### src/rtl/inst_fetch_bridge.sv
// inst_fetch_bridge: one-entry instruction fetch buffer between the core fetch port and a req/ack memory bus
module inst_fetch_bridge #(
    parameter int ADDR_W  = 32,
    parameter int DATA_W  = 32,
    parameter int TIMEOUT = 255
) (
    input  logic              clk,
    input  logic              rst,
    input  logic              cpu_ce_i,
    input  logic [ADDR_W-1:0] cpu_addr_i,
    output logic [DATA_W-1:0] cpu_data_o,
    output logic              stallreq_o,
    input  logic              flush_i,
    output logic              mem_req_o,
    output logic [ADDR_W-1:0] mem_addr_o,
    input  logic              mem_ack_i,
    input  logic [DATA_W-1:0] mem_data_i,
    input  logic              mem_err_i,
    output logic              bus_err_o
);
    typedef enum logic {IDLE, BUSY} state_t;
    state_t              r_state, w_next;
    logic                r_buf_valid;
    logic [ADDR_W-1:0]   r_buf_tag;
    logic [DATA_W-1:0]   r_buf_data;
    logic                r_discard;
    logic [15:0]         r_cnt;
    logic                w_hit, w_miss, w_ack_ok, w_fail, w_done, w_drop;
    assign w_hit    = cpu_ce_i && r_buf_valid && r_buf_tag == cpu_addr_i && !flush_i;
    assign w_miss   = cpu_ce_i && !w_hit;
    assign w_ack_ok = r_state == BUSY && mem_ack_i && !mem_err_i;
    assign w_fail   = r_state == BUSY && (mem_err_i || (r_cnt == 16'(TIMEOUT - 1) && !mem_ack_i));
    assign w_done   = w_ack_ok || w_fail;
    assign w_drop   = r_discard || flush_i;
    // state register
    always_ff @(posedge clk or posedge rst) begin
        if (rst) r_state <= IDLE;
        else     r_state <= w_next;
    end
    // next state: a miss in IDLE starts a fetch, BUSY ends on ack, error or timeout
    always_comb begin
        w_next = r_state == IDLE ? (w_miss ? BUSY : IDLE) : (w_done ? IDLE : BUSY);
    end
    // core-side outputs: buffer data on a hit, stall on any enabled non-hit; silent in reset
    always_comb begin
        cpu_data_o = (!rst && w_hit) ? r_buf_data : '0;
        stallreq_o = !rst && w_miss;
    end
    // bus side: request/address held for the whole transaction, timeout counter, flush-discard flag
    always_ff @(posedge clk or posedge rst) begin
        if (rst) begin
            mem_req_o  <= 1'b0;
            mem_addr_o <= '0;
            bus_err_o  <= 1'b0;
            r_cnt      <= '0;
            r_discard  <= 1'b0;
        end else begin
            bus_err_o <= 1'b0;
            if (r_state == IDLE && w_miss) begin
                mem_addr_o <= cpu_addr_i;
                mem_req_o  <= 1'b1;
                r_cnt      <= '0;
            end
            if (r_state == BUSY) r_cnt <= r_cnt + 16'd1;
            if (w_done) begin
                mem_req_o <= 1'b0;
                r_discard <= 1'b0;
                bus_err_o <= w_fail && !w_drop;
            end else if (r_state == BUSY && flush_i) begin
                r_discard <= 1'b1;
            end
        end
    end
    // fetch buffer: filled with bus data or a NOP when a fetch completes, unless flushed
    always_ff @(posedge clk or posedge rst) begin
        if (rst) begin
            r_buf_valid <= 1'b0;
            r_buf_tag   <= '0;
            r_buf_data  <= '0;
        end else begin
            if (w_done && !w_drop) begin
                r_buf_valid <= 1'b1;
                r_buf_tag   <= mem_addr_o;
                r_buf_data  <= w_ack_ok ? mem_data_i : '0;
            end
            if (flush_i) r_buf_valid <= 1'b0;
        end
    end
endmodule
### config.mk
export PLATFORM = sky130hd
export DESIGN_NAME = inst_fetch_bridge
export DESIGN_NICKNAME = d
export VERILOG_FILES = /design/src/rtl/inst_fetch_bridge.sv
export SDC_FILE = /design/constraint.sdc
export NUM_CORES = 1
export LEC_CHECK = 0
export ABC_AREA = 1
export ABC_CLOCK_PERIOD_IN_PS = 10200
export CORE_MARGIN = 2
export CORE_UTILIZATION = 25
export DETAILED_ROUTE_END_ITERATION = 8
export MAX_ROUTING_LAYER = met4
export PLACE_DENSITY_LB_ADDON = 0.05
export SETUP_SLACK_MARGIN = 0.4
export SYNTH_ARGS = -nofsm -noshare
export SYNTH_HDL_FRONTEND = slang
export SYNTH_SLANG_ARGS = --single-unit
export TNS_END_PERCENT = 10
### constraint.sdc
create_clock -name clk -period 10.2 [get_ports clk]
set_input_delay 1.53 -clock clk [delete_from_list [all_inputs] [get_ports clk]]
set_output_delay 1.53 -clock clk [all_outputs]
set_load 0.02 [all_outputs]
==> results of run 1 <==
-- registers in the layout, indices dropped and copies added (netlist names) --
name         cells
r_discard        1
r_state          1
r_buf_valid      1
r_buf_data      32
mem_addr_o      32
r_cnt           16
bus_err_o        1
r_buf_tag       32
mem_req_o        1
-- kinds of logic after synthesis --
| logic type | Yosys count | synth area share |
|---|---|---|
| adders and majority gates | 2 | 0.00412 |
| DFF | 117 | 0.482 |
| xor gates and xnor gates | 11 | 0.0159 |
| and+or+nand+nor | 552 | 0.380 |
| AOI/OAI and AO/OA | 16 | 0.0150 |
| buffers and inverters | 142 | 0.103 |
-- cell usage in the layout, fill, tap and decap left out, types with 9 or more instances in the layout --
| cell type | synthesis | final |
|---|---|---|
| nand2_1 | 341 | 341 |
| clkdlybuf4s50_1 | 0 | 136 |
| dfrtp_1 | 117 | 117 |
| inv_1 | 105 | 104 |
| nor2_1 | 95 | 93 |
| nand3_1 | 50 | 50 |
| nand4_1 | 37 | 37 |
| clkbuf_16 | 0 | 17 |
| nor3_1 | 11 | 11 |
| o21ai_0 | 9 | 9 |
-- layout make-up --
| class | instances | share of cell area |
|---|---|---|
| tap | 324 | 0.0489 |
| multi-input combinational | 581 | 0.305 |
| clock buffer | 20 | 0.0551 |
| timing repair buffer | 143 | 0.171 |
| sequential | 117 | 0.353 |
| inverter | 107 | 0.0488 |
| clock inverter | 12 | 0.0184 |
-- worst min-delay path by stage --
stage	from	end	slack, ns	cells past startpoint
final	r_buf_data[27]	r_buf_data[27]	0.47	2
after global placement	r_buf_data[9]	r_buf_data[9]	0.46	2
after floorplan	r_buf_data[0]	r_buf_data[0]	0.44	2
after detailed placement	r_buf_data[13]	r_buf_data[13]	0.46	2
after CTS	r_buf_data[27]	r_buf_data[27]	0.47	2
after global routing	r_buf_data[6]	r_buf_data[6]	0.49	2
-- power by group --
| group | internal (mW) | switching [mW] |
|---|---|---|
| combinational | 0.298 | 0.451 |
| sequential | 0.666 | 0.150 |
| clock | 0.397 | 0.232 |
-- stage by stage --
step	worst slack (ns)	hold slack, ns
finish	4.13	0.468
CTS	4.12	0.473
global placement	4.19	0.457
floorplan	3.65	0.442
detailed placement	4.12	0.458
global route	3.82	0.487
-- critical path: stages --
cell	delay (ns)
clkdlybuf4s50_1	0.45
buf_4	0.40
inv_2	0.04
nor2_1	0.10
nand2_1	0.05
nor2_1	0.08
nand2_1	0.06
nor2_1	0.11
nand3_2	0.66
nand2_1	0.43
nor2_1	0.07
clkdlybuf4s50_1	0.54
-- routing by layer --
metal  global-route usage  up-vias  routed length (um)
met5                    -        -                   0
met4               0.0475        0                 261
met3               0.0288       18                 593
met2                0.264      116                8970
met1                0.201     2482                9050
li1                     -     2831                   -
==> reports/qor.yml, run 1 <==
status: "completed"
rsz0062_at_grt: "false"
drtIter0Drc: 218
rrSetupSlack_ns: 7.10
synthTopCellsByCount: "nand2_1, dfrtp_1, inv_1"
maxCapViolations: 0
num_vias: 5447
critPathLaunch: "cpu_ce_i"
syn_nets: 912
syn_area_per_cell_um2: 7.23
max_freq_ghz: 0.165
p_leak_nw: 4.14
antenna_found_initial: 0
synth_most_common_cell: "nand2_1"
cts_buffers: 17
layout-area-overhead-vs-synth_pct: 36.4
vias_per_cell: 4.18
path_clk_slew_ns: 0.06
start_util: 0.252
synthArstFlopShare: 1.00
synth_edf_count: 0
fin_util: 0.344
power.density_nw_per_um2: 265
port-buffer-count: 136
syn_inst: 840
die_width_um: 160
io-pin-count: 137
synth_seq_cells: 117
fin_skew_ns: 0.0112
grt_pass1_vias: 5621
hp-class: "register to register"
final_area_um2: 8290
criticalPathCategory: "input pin to output port"
cts_resized: 0
ys_top_cells_by_area: "dfrtp_1, nand2_1, inv_1"
first_pass_iters: 4
crit_arrival_ns: 4.54
max-vdd-ir-drop_v: 0.000102
register_area_um2: 2930
grt_max_degree: 66
drive_gt1_frac: 0.0582
clock_sink_count: 117
tritoncts: "done"
seq_area_frac_synth: 0.482
reg2regPathDepth: 10
final-hold-violation-count: 0
ctsHoldBuffers: 0
setup_tns_ns: 0
finalNonFillerCells: 1304
dp_hpwl_um: 12600
timing.final.crit_share: 0.595
design.die.area_um2: 25600
synthesis.area_um2: 6070
nets: 1039
core-area_um2: 24100
fin_crit_ns: 6.07
worst_pin_slew_ns: 0.848
p_total_mw: 2.19
rows: 57
wl_per_cell_um: 14.5
num-fill-cells: 2643
setup_violations: 0
cts_root_buf: "clkbuf_16"
cp-start-kind: "input pin"
r2r_start: "r_buf_tag[18]"
ys_warn_count: 0
ant_nets: 0
dp.cells: 1272
totalWireLength_um: 18900
path_max_fanout: 36
crit_required_ns: 8.67
slew_viol_final: 0
yosysTopAreaCell: "dfrtp_1"
antenna_cells: 0
multiInputGateArea_um2: 2520
synth_flop_cell: "dfrtp_1"
drc_errors: 0
relSlewSlack: 0.434
crit_end: "stallreq_o"
cts-htree-levels: 4
clk_latency_ns: 0.42
die_height_um: 160
synth_cell_types: 32
clk_path_buf_depth: 2
r2r-end: "r_cnt[2]"
placed_area_um2: 7680
gp_congestion: 0.737
synth_top_area_frac: 0.482
cts_setup_buffers: 0
grt_pass1_wl_um: 30900
grtUsageTotal: 0.160
critPathCaptureType: "output port"
grt.overflow.total: 0
Power figures use the tool's default switching activity.
==> run 2: changes to the inputs <==
Settings changed: ABC_CLOCK_PERIOD_IN_PS 10200 to 6000.
Clock period 10.2 ns to 6 ns, I/O delays scaled along.
==> reports/qor.yml, run 2 (synthesis results as in run 1) <==
status: "completed"
die_width_um: 160
grt_max_degree: 66
core-area_um2: 24100
layout-area-overhead-vs-synth_pct: 37.1
maxCapViolations: 0
wl_per_cell_um: 14.4
path_clk_slew_ns: 0.05
min_to: "r_buf_data[7]"
multiInputGateArea_um2: 2530
dp_hpwl_um: 12700
io-pin-count: 137
port-buffer-count: 136
max-vdd-ir-drop_v: 0.000160
nets: 1039
fin_skew_ns: 0.00743
rows: 57
slew_viol_final: 0
worst_pin_slew_ns: 0.810
totalWireLength_um: 18800
vias_per_cell: 4.15
fin_crit_ns: 4.30
grt_pass1_wl_um: 30700
ant_nets: 0
drive_gt1_frac: 0.0582
cp-start-kind: "input pin"
die_height_um: 160
hp-class: "register to register"
r2r-end: "r_cnt[7]"
clk_latency_ns: 0.42
top_regs: "mem_addr_o: 32 flops, r_buf_data: 32 flops, r_buf_tag: 32 flops"
register_area_um2: 2930
crit_required_ns: 5.10
cts_buffers: 17
antenna_found_initial: 0
final_common_cell: "nand2_1"
hp-start: "r_buf_data[7]"
ctsHoldBuffers: 0
setup_slack_ns: 1.70
final-hold-violation-count: 0
cts_root_buf: "clkbuf_16"
num_vias: 5411
path_max_fanout: 36
start_util: 0.252
reg2regPathDepth: 13
grt_pass1_vias: 5514
fin_util: 0.346
rrSetupSlack_ns: 3.40
design.die.area_um2: 25600
setup_violations: 0
grtUsageTotal: 0.158
num-fill-cells: 2650
post-place-ws_ns: 1.72
drc_errors: 0
hold_ws_ns: 0.467
criticalPathCategory: "input pin to output port"
antenna_cells: 0
max_freq_ghz: 0.233
p_leak_nw: 4.16
relSlewSlack: 0.460
grt.overflow.total: 0
drtIter0Drc: 311
worst_hold_path.num_cells: 2
cts_setup_buffers: 0
clk_path_buf_depth: 2
setup_tns_ns: 0
layout_common_cells: "nand2_1, clkdlybuf4s50_1, dfrtp_1"
cts_resized: 0
cts-htree-levels: 4
power.density_nw_per_um2: 456
critPathCaptureType: "output port"
r2r_start: "r_buf_tag[9]"
tritoncts: "done"
rsz0062_at_grt: "false"
clock_sink_count: 117
first_pass_iters: 4
timing.final.crit_share: 0.717
crit_arrival_ns: 3.40
gp_congestion: 0.735
[run 2: metrics by stage]
| step | cell area [um2] | cells | power (mW) |
|---|---|---|---|
| 2_1_floorplan | 6070 | 840 | 2.18 |
| 3_3_place_gp | 7690 | 1272 | 2.71 |
| 3_5_place_dp | 7690 | 1272 | 2.71 |
| 4_1_cts | 8330 | 1303 | 3.87 |
| 5_1_grt | 8330 | 1303 | 4.11 |
| 6_report | 8330 | 1303 | 3.80 |
[run 2: how the worst max path moves through the flow]
stage          startpoint        endpoint  slack (ns)  cells after the start
2_1_floorplan         rst  cpu_data_o[10]        0.71                      4
3_3_place_gp     cpu_ce_i   cpu_data_o[6]        1.74                     12
3_5_place_dp     cpu_ce_i   cpu_data_o[1]        1.72                     12
4_1_cts          cpu_ce_i   cpu_data_o[1]        1.71                     12
5_1_grt          cpu_ce_i  cpu_data_o[15]        1.52                     12
6_report         cpu_ce_i  cpu_data_o[28]        1.70                     12
[run 2: critical path, stage by stage]
cell	delay, ns
clkdlybuf4s50_1	0.45
buf_4	0.40
nand2_1	0.10
nor2_1	0.10
nand2_1	0.06
nor2_1	0.10
nand2_1	0.05
nor2_1	0.11
nand3_1	0.08
buf_4	0.24
nor2_1	0.16
clkdlybuf4s50_1	0.63
[run 2: area by class of cell]
cell class	count	area share
Clock buffer	18	0.0527
Clock inverter	13	0.0246
Inverter	107	0.0485
Multi-Input combinational cell	581	0.304
Sequential cell	117	0.351
Tap cell	324	0.0487
Timing Repair Buffer	143	0.170
[run 2: routing by layer]
layer	global-route usage	routed length, um	vias up
met5	-	0	-
met4	0.0463	240	0
met3	0.0301	659	15
met2	0.244	8690	118
met1	0.212	9220	2445
li1	-	-	2833
[run 2: power by group]
| group | switching, mW | internal (mW) | leakage [nW] |
|---|---|---|---|
| sequential | 0.255 | 1.13 | 1.51 |
| clock | 0.390 | 0.745 | 0.308 |
| combinational | 0.773 | 0.505 | 2.34 |
| total | 1.42 | 2.38 | 4.16 |
